**config.mk**
```make
export PLATFORM = sky130hd
export DESIGN_NAME = keyed_state_reg_flat
export DESIGN_NICKNAME = d
export VERILOG_FILES = /design/src/rtl/keyed_lock_pkg.sv /design/src/rtl/keyed_state_reg_if.sv /design/src/rtl/key_window_sched.sv /design/src/rtl/keyed_state_reg.sv /design/src/flat_wrapper.sv
export SDC_FILE = /design/constraint.sdc
export NUM_CORES = 1
export LEC_CHECK = 0
export CAP_MARGIN = 15
export CELL_PAD_IN_SITES_DETAIL_PLACEMENT = 2
export CELL_PAD_IN_SITES_GLOBAL_PLACEMENT = 2
export CORE_MARGIN = 2
export CORE_UTILIZATION = 29
export DETAILED_ROUTE_END_ITERATION = 10
export GPL_TIMING_DRIVEN = 0
export PLACE_DENSITY_LB_ADDON = 0.05
export SETUP_SLACK_MARGIN = 0.02
export SLEW_MARGIN = 20
export SYNTH_ARGS = -nofsm -noshare
export SYNTH_HDL_FRONTEND = slang
export SYNTH_SLANG_ARGS = --single-unit
```
**constraint.sdc**
```tcl
create_clock -name clk -period 2.5 [get_ports clk]
set_input_delay 0.625 -clock clk [delete_from_list [all_inputs] [get_ports clk]]
set_output_delay 0.625 -clock clk [all_outputs]
set_load 0.05 [all_outputs]
```
**src/rtl/keyed_lock_pkg.sv**
```systemverilog
// Shared constants and helpers for the keyed state register.
// Lockout mode encodings plus a clog2 that never yields a zero-width field.
package keyed_lock_pkg;

  localparam int LOCK_NONE   = 0;
  localparam int LOCK_STICKY = 1;

  function automatic int clog2_min1(input int n);
    return (n <= 2) ? 1 : $clog2(n);
  endfunction

endpackage

```
**src/rtl/keyed_state_reg_if.sv**
```systemverilog
// Bundle between the locked FSM and its keyed present-state register.
// master = FSM/key source side, slave = the register itself.
interface keyed_state_reg_if #(
  parameter int STATE_W = 4,
  parameter int KEY_W   = 10,
  parameter int WIN_W   = 2,
  parameter int MISS_W  = 8
);
  logic               en;
  logic [KEY_W-1:0]   key_in;
  logic [STATE_W-1:0] nx_state;
  logic [STATE_W-1:0] pr_state;
  logic [WIN_W-1:0]   win_idx;
  logic               key_ok;
  logic               locked;
  logic [MISS_W-1:0]  miss_cnt;

  modport master (
    output en, key_in, nx_state,
    input  pr_state, win_idx, key_ok, locked, miss_cnt
  );

  modport slave (
    input  en, key_in, nx_state,
    output pr_state, win_idx, key_ok, locked, miss_cnt
  );
endinterface

```
**src/rtl/key_window_sched.sv**
```systemverilog
// Free-running key schedule: period counter plus registered window index.
// Updates on the falling edge, holds while en=0; window index kept without a divider.
module key_window_sched
  import keyed_lock_pkg::*;
#(
  parameter int NUM_WIN = 3,
  parameter int WIN_LEN = 6,
  localparam int WIN_W  = clog2_min1(NUM_WIN)
) (
  input  logic             clk,
  input  logic             rst_n,
  input  logic             i_en,
  output logic [WIN_W-1:0] o_win_idx
);
  localparam int PERIOD = NUM_WIN * WIN_LEN;
  localparam int CNT_W  = clog2_min1(PERIOD);
  localparam int POS_W  = clog2_min1(WIN_LEN);

  logic [CNT_W-1:0] r_cnt;
  logic [POS_W-1:0] r_pos;
  logic [WIN_W-1:0] r_win;
  logic             w_wrap;
  logic             w_win_end;

  assign w_wrap    = (r_cnt == CNT_W'(PERIOD - 1));
  assign w_win_end = (r_pos == POS_W'(WIN_LEN - 1));

  // r_pos is the offset inside the current window; it drives the window step.
  always_ff @(negedge clk or negedge rst_n) begin
    if (!rst_n) begin
      r_cnt <= '0;
      r_pos <= '0;
      r_win <= '0;
    end else if (i_en) begin
      if (w_wrap) begin
        r_cnt <= '0;
        r_pos <= '0;
        r_win <= '0;
      end else begin
        r_cnt <= r_cnt + CNT_W'(1);
        if (w_win_end) begin
          r_pos <= '0;
          r_win <= r_win + WIN_W'(1);
        end else begin
          r_pos <= r_pos + POS_W'(1);
        end
      end
    end
  end

  assign o_win_idx = r_win;
endmodule

```
**src/rtl/keyed_state_reg.sv**
```systemverilog
// Key-scheduled present-state register: loads nx_state on a key match, else the window's trap.
// One falling edge of latency; en=0 freezes everything, optional sticky lockout and miss count.
module keyed_state_reg
  import keyed_lock_pkg::*;
#(
  parameter int                         STATE_W     = 4,
  parameter int                         KEY_W       = 10,
  parameter int                         NUM_WIN     = 3,
  parameter int                         WIN_LEN     = 6,
  parameter logic [NUM_WIN*KEY_W-1:0]   KEYS        = '0,
  parameter logic [NUM_WIN*STATE_W-1:0] TRAPS       = '0,
  parameter logic [STATE_W-1:0]         RESET_STATE = STATE_W'(1),
  parameter int                         LOCKOUT     = LOCK_NONE,
  parameter int                         MISS_W      = 8
) (
  input logic              clk,
  input logic              rst_n,
  keyed_state_reg_if.slave bus
);
  localparam int WIN_W = clog2_min1(NUM_WIN);

  logic [WIN_W-1:0]   w_win_idx;
  logic [KEY_W-1:0]   w_key_exp;
  logic [STATE_W-1:0] w_trap;
  logic               w_key_ok;
  logic [STATE_W-1:0] r_pr_state;
  logic               r_locked;
  logic [MISS_W-1:0]  r_miss_cnt;

  key_window_sched #(
    .NUM_WIN (NUM_WIN),
    .WIN_LEN (WIN_LEN)
  ) u_sched (
    .clk       (clk),
    .rst_n     (rst_n),
    .i_en      (bus.en),
    .o_win_idx (w_win_idx)
  );

  assign w_key_exp = KEYS[w_win_idx*KEY_W +: KEY_W];
  assign w_trap    = TRAPS[w_win_idx*STATE_W +: STATE_W];
  assign w_key_ok  = (bus.key_in == w_key_exp) && !r_locked;

  always_ff @(negedge clk or negedge rst_n) begin
    if (!rst_n) begin
      r_pr_state <= RESET_STATE;
      r_locked   <= 1'b0;
      r_miss_cnt <= '0;
    end else if (bus.en) begin
      if (w_key_ok) begin
        r_pr_state <= bus.nx_state;
      end else begin
        r_pr_state <= w_trap;
        if (r_miss_cnt != {MISS_W{1'b1}}) begin
          r_miss_cnt <= r_miss_cnt + MISS_W'(1);
        end
        if (LOCKOUT == LOCK_STICKY) begin
          r_locked <= 1'b1;
        end
      end
    end
  end

  assign bus.pr_state = r_pr_state;
  assign bus.win_idx  = w_win_idx;
  assign bus.key_ok   = w_key_ok;
  assign bus.locked   = r_locked;
  assign bus.miss_cnt = r_miss_cnt;
endmodule

```
**src/flat_wrapper.sv**
```systemverilog
// flat-port wrapper written by rule: the top's interface ports become plain ports
module keyed_state_reg_flat import keyed_lock_pkg::*;
#(
  parameter int                         STATE_W     = 4,
  parameter int                         KEY_W       = 10,
  parameter int                         NUM_WIN     = 3,
  parameter int                         WIN_LEN     = 6,
  parameter logic [NUM_WIN*KEY_W-1:0]   KEYS        = '0,
  parameter logic [NUM_WIN*STATE_W-1:0] TRAPS       = '0,
  parameter logic [STATE_W-1:0]         RESET_STATE = STATE_W'(1),
  parameter int                         LOCKOUT     = LOCK_NONE,
  parameter int                         MISS_W      = 8
)
  (clk, rst_n, bus_en, bus_key_in, bus_nx_state, bus_pr_state, bus_win_idx, bus_key_ok, bus_locked, bus_miss_cnt);
  keyed_state_reg_if #(.STATE_W(STATE_W), .KEY_W(KEY_W), .WIN_W(2), .MISS_W(MISS_W)) bus_i ();
  input logic clk;
  input logic rst_n;
  input wire logic [$bits(bus_i.en)-1:0] bus_en;
  input wire logic [$bits(bus_i.key_in)-1:0] bus_key_in;
  input wire logic [$bits(bus_i.nx_state)-1:0] bus_nx_state;
  output wire logic [$bits(bus_i.pr_state)-1:0] bus_pr_state;
  output wire logic [$bits(bus_i.win_idx)-1:0] bus_win_idx;
  output wire logic [$bits(bus_i.key_ok)-1:0] bus_key_ok;
  output wire logic [$bits(bus_i.locked)-1:0] bus_locked;
  output wire logic [$bits(bus_i.miss_cnt)-1:0] bus_miss_cnt;
  assign bus_i.en = bus_en;
  assign bus_i.key_in = bus_key_in;
  assign bus_i.nx_state = bus_nx_state;
  assign bus_pr_state = bus_i.pr_state;
  assign bus_win_idx = bus_i.win_idx;
  assign bus_key_ok = bus_i.key_ok;
  assign bus_locked = bus_i.locked;
  assign bus_miss_cnt = bus_i.miss_cnt;
  keyed_state_reg #(.STATE_W(STATE_W), .KEY_W(KEY_W), .NUM_WIN(NUM_WIN), .WIN_LEN(WIN_LEN), .KEYS(KEYS), .TRAPS(TRAPS), .RESET_STATE(RESET_STATE), .LOCKOUT(LOCKOUT), .MISS_W(MISS_W)) u_core (.clk(clk), .rst_n(rst_n), .bus(bus_i));
endmodule
```
# After elaboration in Yosys (flattened, before gate mapping)
# Index checks and enable logic that the tools add are counted.
# word_totals
regBits	22
in_bits	17
out_inout_bits	16
word_cells	28
# classes
n_addsub	4
multipliers	1
eq_ne	4
n_shift	2
muxes	6
bitwise_logic	1
n_reduce_logical	5
# ops
cell	n
$shiftx A30 B7 Y10 const A	1
$shiftx A12 B5 Y4 const A	1
$eq A10 B10 Y1	1
$add A8 B1 Y8 const B	1
$ne A8 B8 Y1 const B	1
$mux W3	2
$add A5 B1 Y5 const B	1
$eq A5 B5 Y1 const B	1
$mul A2 B3 Y5 const B	1
$mux W5	1
$mux W2	2
$mux W4	1
$add A3 B1 Y3 const B	1
$eq A3 B3 Y1 const B	1
$reduce_and A3 Y1	1
$add A2 B1 Y2 const B	1
$reduce_and A2 Y1	1
$reduce_bool A2 Y1	1
$logic_and A1 B1 Y1	1
$logic_not A1 Y1	1
$not A1 Y1	1

# Depth between registers and ports, before layout
# logic_depth
depth_word	6
mapped_depth	6
ltp_nobuf	5

# Cells and area by module
# A second synthesis with hierarchy kept.
# hier_totals
hier_cells	90
area_unflattened_um2	1019.7
# modules_own_cells
module	n_inst	cells_each	area_per_inst_um2
key_window_sched	1	45	530.5
keyed_state_reg	1	45	489.2

==> reports/metrics.yaml <==
route:
  vias: 804
  wirelength_um: 2490
  via_per_inst: 4.81
  drtIter0Drc: 25
  final_antenna_net_count: 0
  drc: 0
  firstDrtPassIters: 4
  post_drt_wl_per_cell_um: 14.9
sta:
  clock_skew_ps: 2.38
  slew_violations: 0
  slew_headroom_pct: 39.5
  setup_viol: 11
  layout_setup_ws_ps: -422
  worst_pin_slew_ps: 908
  grt_setup_unrepaired: "yes"
  hold_violations: 0
synthesis:
  ys_warn_count: 1
  synth.top_cell.area_share_pct: 46.5
  synth_cells: 87
  ys.flop_type: "dfrtn_1"
  ys_seq_elements: 19
  synth_commonest_cells: "18 x dfrtn_1, 6 x buf_4, 5 x nand4_1"
  netlist_area_sq_um: 970
  synth_area_per_cell_sq_um: 11.1
  synth_largest_area_cell: "dfrtn_1"
  yosysSeqAreaShare_pct: 49.2
  ys_top_cells_by_area: "dfrtn_1 46%, buf_4 4.6%, ha_1 3.9%, mux2_2 3.5%, nand4_1 3.2%"
  synth-async-reset-ratio_pct: 100
  synth-edff-count: 0
  synth_cell_types: 38
  yosysMostFrequentCell: "dfrtn_1"
placed_design:
  place.gp.congestion: 0.708
  hpwlAfterDp_um: 1540
  placed_cells: 148
  place_area_sq_um: 1190
  port_buffers: 13
critical_path:
  crit_required_ps: 1880
  worst_ep_arrival_time_ps: 2300
  cpLargestDelayFamily: "flip-flops"
  worst_setup_path_start_kind: "register"
  end_kind: "primary output"
  slowest_delay_ps: 540
  crit_chain: "buf_8"
  path_buf_inv: 1
  path_class: "reg -> out"
  slowest_stage: "dfstp_2"
  critPathMaxFanout: 2
power:
  total_power_mw: 1.68
  p_per_area_nw_per_um2: 1250
  p_leak_nw: 0.630
  peakVddDrop_v: 0.000523
layout:
  antennaDiodeCount: 0
  drive_gt1_share_pct: 39.0
  final_area_sq_um: 1350
  layoutNonFillerInstCount: 167
  syn_to_final_growth_pct: 39.0
  nets: 144
  fin_util_pct: 43.1
grt:
  busiest_layer: "met2"
  grt_max_degree: 20
  grt_pass1_wl_um: 4150
  grt-ovfl-total: 0
  grt_util_met3_pct: 4.35
  grt_pass1_vias: 886
  antenna_found_initial: 0
  grt.total_usage_pct: 14.6
  use_met1_pct: 16.8
  use_met2_pct: 26.9
clock_tree:
  cts_max_path_buffers: 2
  numCtsBuffers: 3
  cts_root_buf: "clkbuf_4"
  clkTransAtPathRegs_ps: 80
  htree_levels: 1
  cts.sinks: 19
  clk_latency_ps: 300
  cts_tree: "built"
floorplan:
  initial_utilization_pct: 31.0
  core-area_sq_um: 3130
  num_io_pins: 33
  die_w_um: 61.8
  die_h_um: 61.8
  rows: 20
  design.die.area_sq_um: 3820
outcome:
  status: "complete, but fails checks"
  violations: "negative setup slack"
hold_path:
  hp-class: "reg -> reg"
job:
  max-cap-violations: 0
metal layers:
metal | part of all wire, % | vias to the layer above
li1 | - | 379
met1 | 40 | 409
met2 | 55 | 14
met3 | 3.8 | 2
met4 | 0.48 | 0
met5 | 0 | -
placed cells by master (no fill, tap or decap), types with 4 or more instances in the layout:
master   netlist  final
dfrtn_1       18     18
buf_6          0     12
nand4_1        5      5
buf_4          6     21
conb_1         1      5
a21oi_1        4      4
area by class of cell:
| cell class | instances | area (sq um) |
|---|---|---|
| sequential | 19 | 477 |
| timing repair buffer | 28 | 260 |
| fill | 339 | 1780 |
| clock inverter | 2 | 8.76 |
| clock buffer | 3 | 22.5 |
| inverter | 2 | 7.51 |
| tap | 44 | 55.1 |
| multi-input combinational | 62 | 460 |
| buffer | 7 | 56.3 |
power by group:
group          total, mW  switching, mW  internal, mW  leakage [nW]
Combinational      0.928          0.502         0.426         0.382
Clock              0.166          0.105        0.0609        0.0192
Sequential         0.586          0.137         0.449         0.228
metrics by stage:
| step | worst slack [ps] | TNS (ps) | hold WS, ps |
|---|---|---|---|
| after detailed placement | -886 | -28190 | 460 |
| after floorplan | -127 | -1040 | 439 |
| after CTS | -432 | -3480 | 501 |
| after global placement | -883 | -28010 | 448 |
| final | -422 | -3360 | 499 |
| after global routing | -460 | -3840 | 506 |
repair_timing:
action                                 4_1_cts  5_1_grt
setup endpoints to repair                   48       12
pin swaps                                    0        2
hold buffers                                 0        0
endpoints found under the hold margin        0        0
buffers inserted                             9        6
resized for setup                           85        2
flip-flops by register name, indices dropped and copies added (netlist names):
register / count
u_core.bus.miss_cnt: 8
u_core.u_sched.r_cnt: 5
u_core.u_sched.r_pos: 3
u_core.u_sched.o_win_idx: 2
u_core.bus.pr_state: 1
path summary, 6_finish.rpt:
kind | start | endpoint | slack, ps | cells past startpoint
worst max-delay path | u_core.bus.pr_state[0]$_DFFE_NN1P_ | bus_pr_state[0] | -420 | 1
worst min-delay path | u_core.u_sched.r_pos[1]$_DFFE_NN0P_ | u_core.u_sched.r_pos[2]$_DFFE_NN0P_ | 500 | 1
worst max register to register | u_core.u_sched.r_cnt[0]$_DFFE_NN0P_ | u_core.u_sched.o_win_idx[1]$_DFFE_NN0P_ | 740 | 5
worst min register to register | u_core.u_sched.r_pos[1]$_DFFE_NN0P_ | u_core.u_sched.r_pos[2]$_DFFE_NN0P_ | 500 | 1
max in group asynchronous | rst_n | u_core.bus.miss_cnt[5]$_DFFE_NN0P_ | 230 | 1
min in group asynchronous | rst_n | u_core.u_sched.r_cnt[0]$_DFFE_NN0P_ | 1690 | 1
kinds of logic after synthesis:
| group | after synthesis | share of synthesized area, % |
|---|---|---|
| buffers and inverters | 10 | 6.32 |
| xor gates and xnor gates | 6 | 5.42 |
| other | 1 | 0.387 |
| and+or+nand+nor | 27 | 18.3 |
| adders and majority gates | 3 | 3.87 |
| muxes | 5 | 5.81 |
| AOI/OAI and AO/OA | 16 | 10.7 |
| DFF | 19 | 49.2 |
(Power assumes the default switching activity.)
